==> config.mk <==
export PLATFORM = sky130hd
export DESIGN_NAME = xadc_frame_sequencer
export DESIGN_NICKNAME = d
export VERILOG_FILES = /design/src/rtl/xadc_frame_sequencer_pkg.sv /design/src/rtl/xadc_frame_sequencer_timeout.sv /design/src/rtl/xadc_frame_sequencer.sv
export SDC_FILE = /design/constraint.sdc
export NUM_CORES = 1
export LEC_CHECK = 0
export ABC_AREA = 1
export CORE_UTILIZATION = 45
export DETAILED_ROUTE_END_ITERATION = 16
export MAX_ROUTING_LAYER = met4
export PLACE_DENSITY = 0.78
export SLEW_MARGIN = 10
export SYNTH_ARGS = -nofsm -noshare
export SYNTH_HDL_FRONTEND = slang
export SYNTH_SLANG_ARGS = --single-unit
==> constraint.sdc <==
create_clock -name CLK -period 1.7 [get_ports CLK]
set_input_delay 0.255 -clock CLK [delete_from_list [all_inputs] [get_ports CLK]]
set_output_delay 0.255 -clock CLK [all_outputs]
set_load 0.02 [all_outputs]
==> src/rtl/xadc_frame_sequencer_pkg.sv <==
// rtl/xadc_frame_sequencer_pkg.sv - shared FSM encoding, XADC DRP constants and sample conversion
package xadc_frame_sequencer_pkg;

    localparam logic [1:0] ST_IDLE     = 2'd0;
    localparam logic [1:0] ST_READ     = 2'd1;
    localparam logic [1:0] ST_WAIT_RDY = 2'd2;
    localparam logic [1:0] ST_SEND     = 2'd3;

    localparam logic [6:0] DRP_ADDR_VAUX0 = 7'h10;

    localparam int DEFAULT_FRAME_LEN = 1024;

    // Unipolar 12-bit XADC code (left-justified in do[15:4]) to signed 16-bit.
    // Flipping the MSB moves midscale to zero. The arithmetic shift then
    // sign-extends and discards the four unused LSBs.
    function automatic logic [15:0] xadc_to_s16(input logic [15:0] d);
        logic signed [15:0] flipped;
        flipped = {~d[15], d[14:0]};
        return flipped >>> 4;
    endfunction

endpackage

==> src/rtl/xadc_frame_sequencer_timeout.sv <==
// rtl/xadc_frame_sequencer_timeout.sv - drp_timeout_ctr: WAIT_RDY cycle counter with expire flag
//
// Ports:
//   clk, resetn : clock, asynchronous active-low reset
//   load        : restart the count (asserted in the cycle before the wait)
//   count       : one wait cycle elapsed without data
//   expire      : high in the TIMEOUT-th counted cycle
module drp_timeout_ctr #(
    parameter int TIMEOUT = 15
) (
    input  logic clk,
    input  logic resetn,
    input  logic load,
    input  logic count,
    output logic expire
);

    localparam int CW = $clog2(TIMEOUT + 1);

    logic [CW-1:0] cnt;

    assign expire = count && (cnt == CW'(TIMEOUT - 1));

    always_ff @(posedge clk or negedge resetn) begin
        if (!resetn) begin
            cnt <= '0;
        end else if (load) begin
            cnt <= '0;
        end else if (count && !expire) begin
            cnt <= cnt + CW'(1);
        end
    end

endmodule

==> src/rtl/xadc_frame_sequencer.sv <==
// rtl/xadc_frame_sequencer.sv - XADC DRP sample reader feeding an AXI-Stream FFT frame
//
// Ports:
//   CLK, resetn              : clock, asynchronous active-low reset (release synchronised)
//   enable                   : capture enable, sampled in IDLE
//   eoc_in, channel_in       : XADC end-of-conversion pulse and its channel
//   den_out, daddr_out, dwe_out, drdy_in, do_in : DRP read port
//   m_axis_t*                : sample stream, tlast on the last sample of each frame
//   clear_err                : clear sticky flags
//   overrun, timeout_err     : sticky error flags
module xadc_frame_sequencer
    import xadc_frame_sequencer_pkg::*;
#(
    parameter int         FRAME_LEN = DEFAULT_FRAME_LEN,
    parameter logic [4:0] CHAN      = DRP_ADDR_VAUX0[4:0],
    parameter int         TIMEOUT   = 15
) (
    input  logic        CLK,
    input  logic        resetn,
    input  logic        enable,
    input  logic        eoc_in,
    input  logic [4:0]  channel_in,
    output logic        den_out,
    output logic [6:0]  daddr_out,
    output logic        dwe_out,
    input  logic        drdy_in,
    input  logic [15:0] do_in,
    output logic        m_axis_tvalid,
    input  logic        m_axis_tready,
    output logic [15:0] m_axis_tdata,
    output logic        m_axis_tlast,
    input  logic        clear_err,
    output logic        overrun,
    output logic        timeout_err
);

    localparam int FIDX_W = (FRAME_LEN > 1) ? $clog2(FRAME_LEN) : 1;

    logic [1:0]        rst_sync;
    logic              run;
    logic [1:0]        state;
    logic [FIDX_W-1:0] frame_idx;
    logic              chan_eoc;
    logic              tmo_expire;
    logic              tmo_fire;

    assign dwe_out  = 1'b0;
    assign chan_eoc = eoc_in && (channel_in == CHAN);
    // A drdy in the last wait cycle still counts as a response.
    assign tmo_fire = tmo_expire && !drdy_in;

    // Reset asserts immediately. The FSM may leave IDLE only two edges
    // after release, so that all flops come out of reset together.
    always_ff @(posedge CLK or negedge resetn) begin
        if (!resetn) begin
            rst_sync <= 2'b00;
        end else begin
            rst_sync <= {rst_sync[0], 1'b1};
        end
    end
    assign run = rst_sync[1];

    drp_timeout_ctr #(
        .TIMEOUT (TIMEOUT)
    ) u_timeout (
        .clk     (CLK),
        .resetn  (resetn),
        .load    (state == ST_READ),
        .count   (state == ST_WAIT_RDY),
        .expire  (tmo_expire)
    );

    always_ff @(posedge CLK or negedge resetn) begin
        if (!resetn) begin
            state         <= ST_IDLE;
            den_out       <= 1'b0;
            daddr_out     <= '0;
            m_axis_tvalid <= 1'b0;
            m_axis_tdata  <= '0;
            m_axis_tlast  <= 1'b0;
            frame_idx     <= '0;
        end else begin
            den_out <= 1'b0;
            case (state)
                ST_IDLE: begin
                    if (!enable) begin
                        frame_idx <= '0;
                    end
                    if (run && enable && chan_eoc) begin
                        state     <= ST_READ;
                        den_out   <= 1'b1;
                        daddr_out <= {2'b00, CHAN};
                    end
                end
                ST_READ: begin
                    state <= ST_WAIT_RDY;
                end
                ST_WAIT_RDY: begin
                    if (drdy_in) begin
                        m_axis_tdata  <= xadc_to_s16(do_in);
                        m_axis_tlast  <= (frame_idx == FIDX_W'(FRAME_LEN - 1));
                        m_axis_tvalid <= 1'b1;
                        state         <= ST_SEND;
                    end else if (tmo_fire) begin
                        state <= ST_IDLE;
                    end
                end
                ST_SEND: begin
                    if (m_axis_tready) begin
                        m_axis_tvalid <= 1'b0;
                        m_axis_tlast  <= 1'b0;
                        frame_idx     <= frame_idx + FIDX_W'(1);
                        state         <= ST_IDLE;
                    end
                end
                default: begin
                    state <= ST_IDLE;
                end
            endcase
        end
    end

    // Sticky flags: a set event in the same cycle as clear_err wins.
    always_ff @(posedge CLK or negedge resetn) begin
        if (!resetn) begin
            overrun     <= 1'b0;
            timeout_err <= 1'b0;
        end else begin
            if (chan_eoc && (state != ST_IDLE)) begin
                overrun <= 1'b1;
            end else if (clear_err) begin
                overrun <= 1'b0;
            end
            if (tmo_fire) begin
                timeout_err <= 1'b1;
            end else if (clear_err) begin
                timeout_err <= 1'b0;
            end
        end
    end

endmodule

==> impl_metrics.env <==
export IMPL_status="completed"
export IMPL_setup_tns_final_ns=0
export IMPL_ys_ff_latch=36
export IMPL_r2r_end="frame_idx[6]$_DFFE_PN0P_"
export IMPL_rsz0062_at_grt="false"
export IMPL_r2r_start="frame_idx[0]$_DFFE_PN0P_"
export IMPL_hp_class="reg -> reg"
export IMPL_crit_slowest_cell="clkdlybuf4s50_1"
export IMPL_first_pass_iters=4
export IMPL_endpoint_kind="primary output"
export IMPL_nets=284
export IMPL_worstHoldPathCells=0
export IMPL_htree_levels=2
export IMPL_ff2ff_path_depth=6
export IMPL_cts_buffer_depth=2
export IMPL_cts_buffers=5
export IMPL_finalHoldViolCount=0
export IMPL_vias=1479
export IMPL_leakagePower_nw=1.16
export IMPL_viasPerCell=4.91
export IMPL_cts_tree="done"
export IMPL_critPathTopFamily="buffers and inverters"
export IMPL_fp_dieH_microns=64.9
export IMPL_cts_resized=0
export IMPL_reg2reg_slack_ns=0.31
export IMPL_grt_pass1_vias=1387
export IMPL_io_buffers=45
export IMPL_design_area_sq_um=2320
export IMPL_grt_usage_pct=19.4
export IMPL_dpl_instance_area_sq_um=2230
export IMPL_start_util_pct=47.6
export IMPL_die_w_microns=64.9
export IMPL_drive_above_1_share_pct=9.49
export IMPL_slowest_delay_ns=0.64
export IMPL_grt_ovfl_total=0
export IMPL_clock_fmax_mhz=627
export IMPL_post_cts_setup_buffers=0
export IMPL_hold_end="rst_sync[1]$_DFF_PN0_"
export IMPL_die_area_sq_um=4220
export IMPL_hpwl_microns=2490
export IMPL_crit_chain="clkdlybuf4s50_1"
export IMPL_ys_types=25
export IMPL_ant_nets=0
export IMPL_setup_violations=0
export IMPL_worstPathMaxFanout=6
export IMPL_post_drt_wl_per_cell_microns=11.6
export IMPL_cp_start_kind="register"
export IMPL_fin_skew_ns=0.00639
export IMPL_ir_drop_v=0.000807
export IMPL_p_total_mw=3.38
export IMPL_diodes=0
export IMPL_hold_start="rst_sync[0]$_DFF_PN0_"
export IMPL_ys_seq_area_share_pct=50.5
export IMPL_syn_cell_area_sq_um=1780
export IMPL_clock_sinks=36
export IMPL_place_gp_congestion=0.759
export IMPL_worstPathRequired_ns=1.44
export IMPL_drc=0
export IMPL_fill_cells=340
export IMPL_arrival_ns=1.34
export IMPL_grt_pass1_wl_microns=5930
export IMPL_finalMaxSlewViolations=0
export IMPL_finalCritPeriodShare_pct=93.8
export IMPL_routed_wl_microns=3480
export IMPL_fin_crit_ns=1.59
export IMPL_grt_max_degree=37
export IMPL_area_delta_synth_final_pct=30.3
export IMPL_drt_iter0_drc=74
export IMPL_avgSynthCellArea_sq_um=8.66
export IMPL_syn_inst=206
export IMPL_ios=57
export IMPL_crit_buf_inv=1
export IMPL_crit_type="reg -> out"
export IMPL_core_sq_um=3740
export IMPL_num_rows=22
export IMPL_yosys_warnings=0
export IMPL_cts_root_buffer="clkbuf_8"
export IMPL_cap_viol_max_count=0
export IMPL_cts_clk_slew_worst_paths_ns=0.06
export IMPL_antenna_found_initial=0
export IMPL_cts_hold_buf=0
export IMPL_worstSkewPairLatency_ns=0.29
export IMPL_pwr_density_cell_nw_per_um2=1450
[area by class of cell]
class,instances,area [sq um],area share [%]
Clock buffer,7,96.3,4.15
Inverter,20,75.1,3.23
Multi-Input combinational cell,141,711,30.6
Sequential cell,36,901,38.8
Tap cell,48,60.1,2.58
Timing Repair Buffer,49,480,20.7
[placed cells by master, fill, tap and decap left out]
master	count
nand3b_4	1
a21oi_2	2
nand2_2	1
a21oi_1	2
inv_1	19
nor2_1	16
xnor2_1	1
dfrtp_1	36
xor2_1	2
buf_4	4
or2_2	2
nand2_4	2
nand3_2	2
clkdlybuf4s50_1	45
nand2_1	53
nor2_4	2
nand3_1	29
conb_1	8
ha_1	3
nand4_1	5
clkbuf_8	7
nor3_1	1
inv_2	1
o21ai_0	9
[per-stage QoR]
stage               cells  hold slack, ns  util [%]  setup slack [ns]
CTS                   301           0.357      62.1            0.0823
detailed placement    294           0.342      59.5             0.186
global placement      294           0.335      59.5             0.186
finish                301           0.354      62.1             0.106
floorplan             212         -0.0406         -             0.477
global route          301           0.380      62.1            0.0541
[registers in the layout, summed over array words and instances (netlist names)]
register,flops
u_timeout.cnt,4
m_axis_tdata,12
m_axis_tvalid,1
frame_idx,10
den_out,1
daddr_out,1
timeout_err,1
m_axis_tlast,1
rst_sync,2
overrun,1
state,2
[cell families after synthesis]
logic type	Yosys count	share of synthesized area [%]
AOI/OAI and AO/OA	13	4.07
xor gates and xnor gates	3	1.47
adders and majority gates	3	2.11
buffers and inverters	35	10.9
DFF	36	50.5
other	2	0.421
and+or+nand+nor	114	30.5
[synthesized netlist by cell type]
cell type | count | area share [%]
clkbuf_1 | 1 | 0.21
nand2_4 | 2 | 1.3
dfrtp_1 | 36 | 51
conb_1 | 2 | 0.42
a21oi_2 | 2 | 0.98
ha_1 | 3 | 2.1
inv_2 | 1 | 0.21
buf_12 | 1 | 1.1
o21ai_0 | 9 | 2.5
nand3b_4 | 1 | 1.1
inv_1 | 19 | 4.0
nor3_1 | 1 | 0.28
nand2_2 | 1 | 0.35
nand3_1 | 29 | 8.1
buf_4 | 12 | 5.1
xnor2_1 | 1 | 0.49
a21oi_1 | 2 | 0.56
nor2_1 | 16 | 3.4
or2_2 | 2 | 0.70
nand4_1 | 5 | 1.8
nand3_2 | 2 | 1.1
xor2_1 | 2 | 0.98
nand2_1 | 53 | 11
nor2_4 | 2 | 1.3
buf_2 | 1 | 0.28
[power breakdown]
group          total [mW]  internal (mW)  switching, mW
sequential           1.30           1.09          0.207
combinational        1.44          0.623          0.815
clock               0.645          0.360          0.284
[worst max-delay path by stage]
stage,cells after the start,slack [ns],to,startpoint
floorplan,6,0.48,frame_idx[6]$_DFFE_PN0P_,frame_idx[0]$_DFFE_PN0P_
global placement,6,0.19,frame_idx[6]$_DFFE_PN0P_,m_axis_tready
detailed placement,6,0.19,frame_idx[6]$_DFFE_PN0P_,m_axis_tready
CTS,1,0.08,m_axis_tdata[11],m_axis_tdata[11]$_DFFE_PN0P_
global route,1,0.05,m_axis_tdata[11],m_axis_tdata[11]$_DFFE_PN0P_
finish,1,0.11,m_axis_tdata[11],m_axis_tdata[11]$_DFFE_PN0P_
[per-layer routing]
layer	up-vias	part of all wire, %	global-route usage [%]
li1	726	-	-
met1	705	43	21.9
met2	42	50	32.4
met3	6	4.9	4.75
met4	0	1.9	8.61
met5	-	0	-
Note: power is estimated with default switching activity, not from simulation.
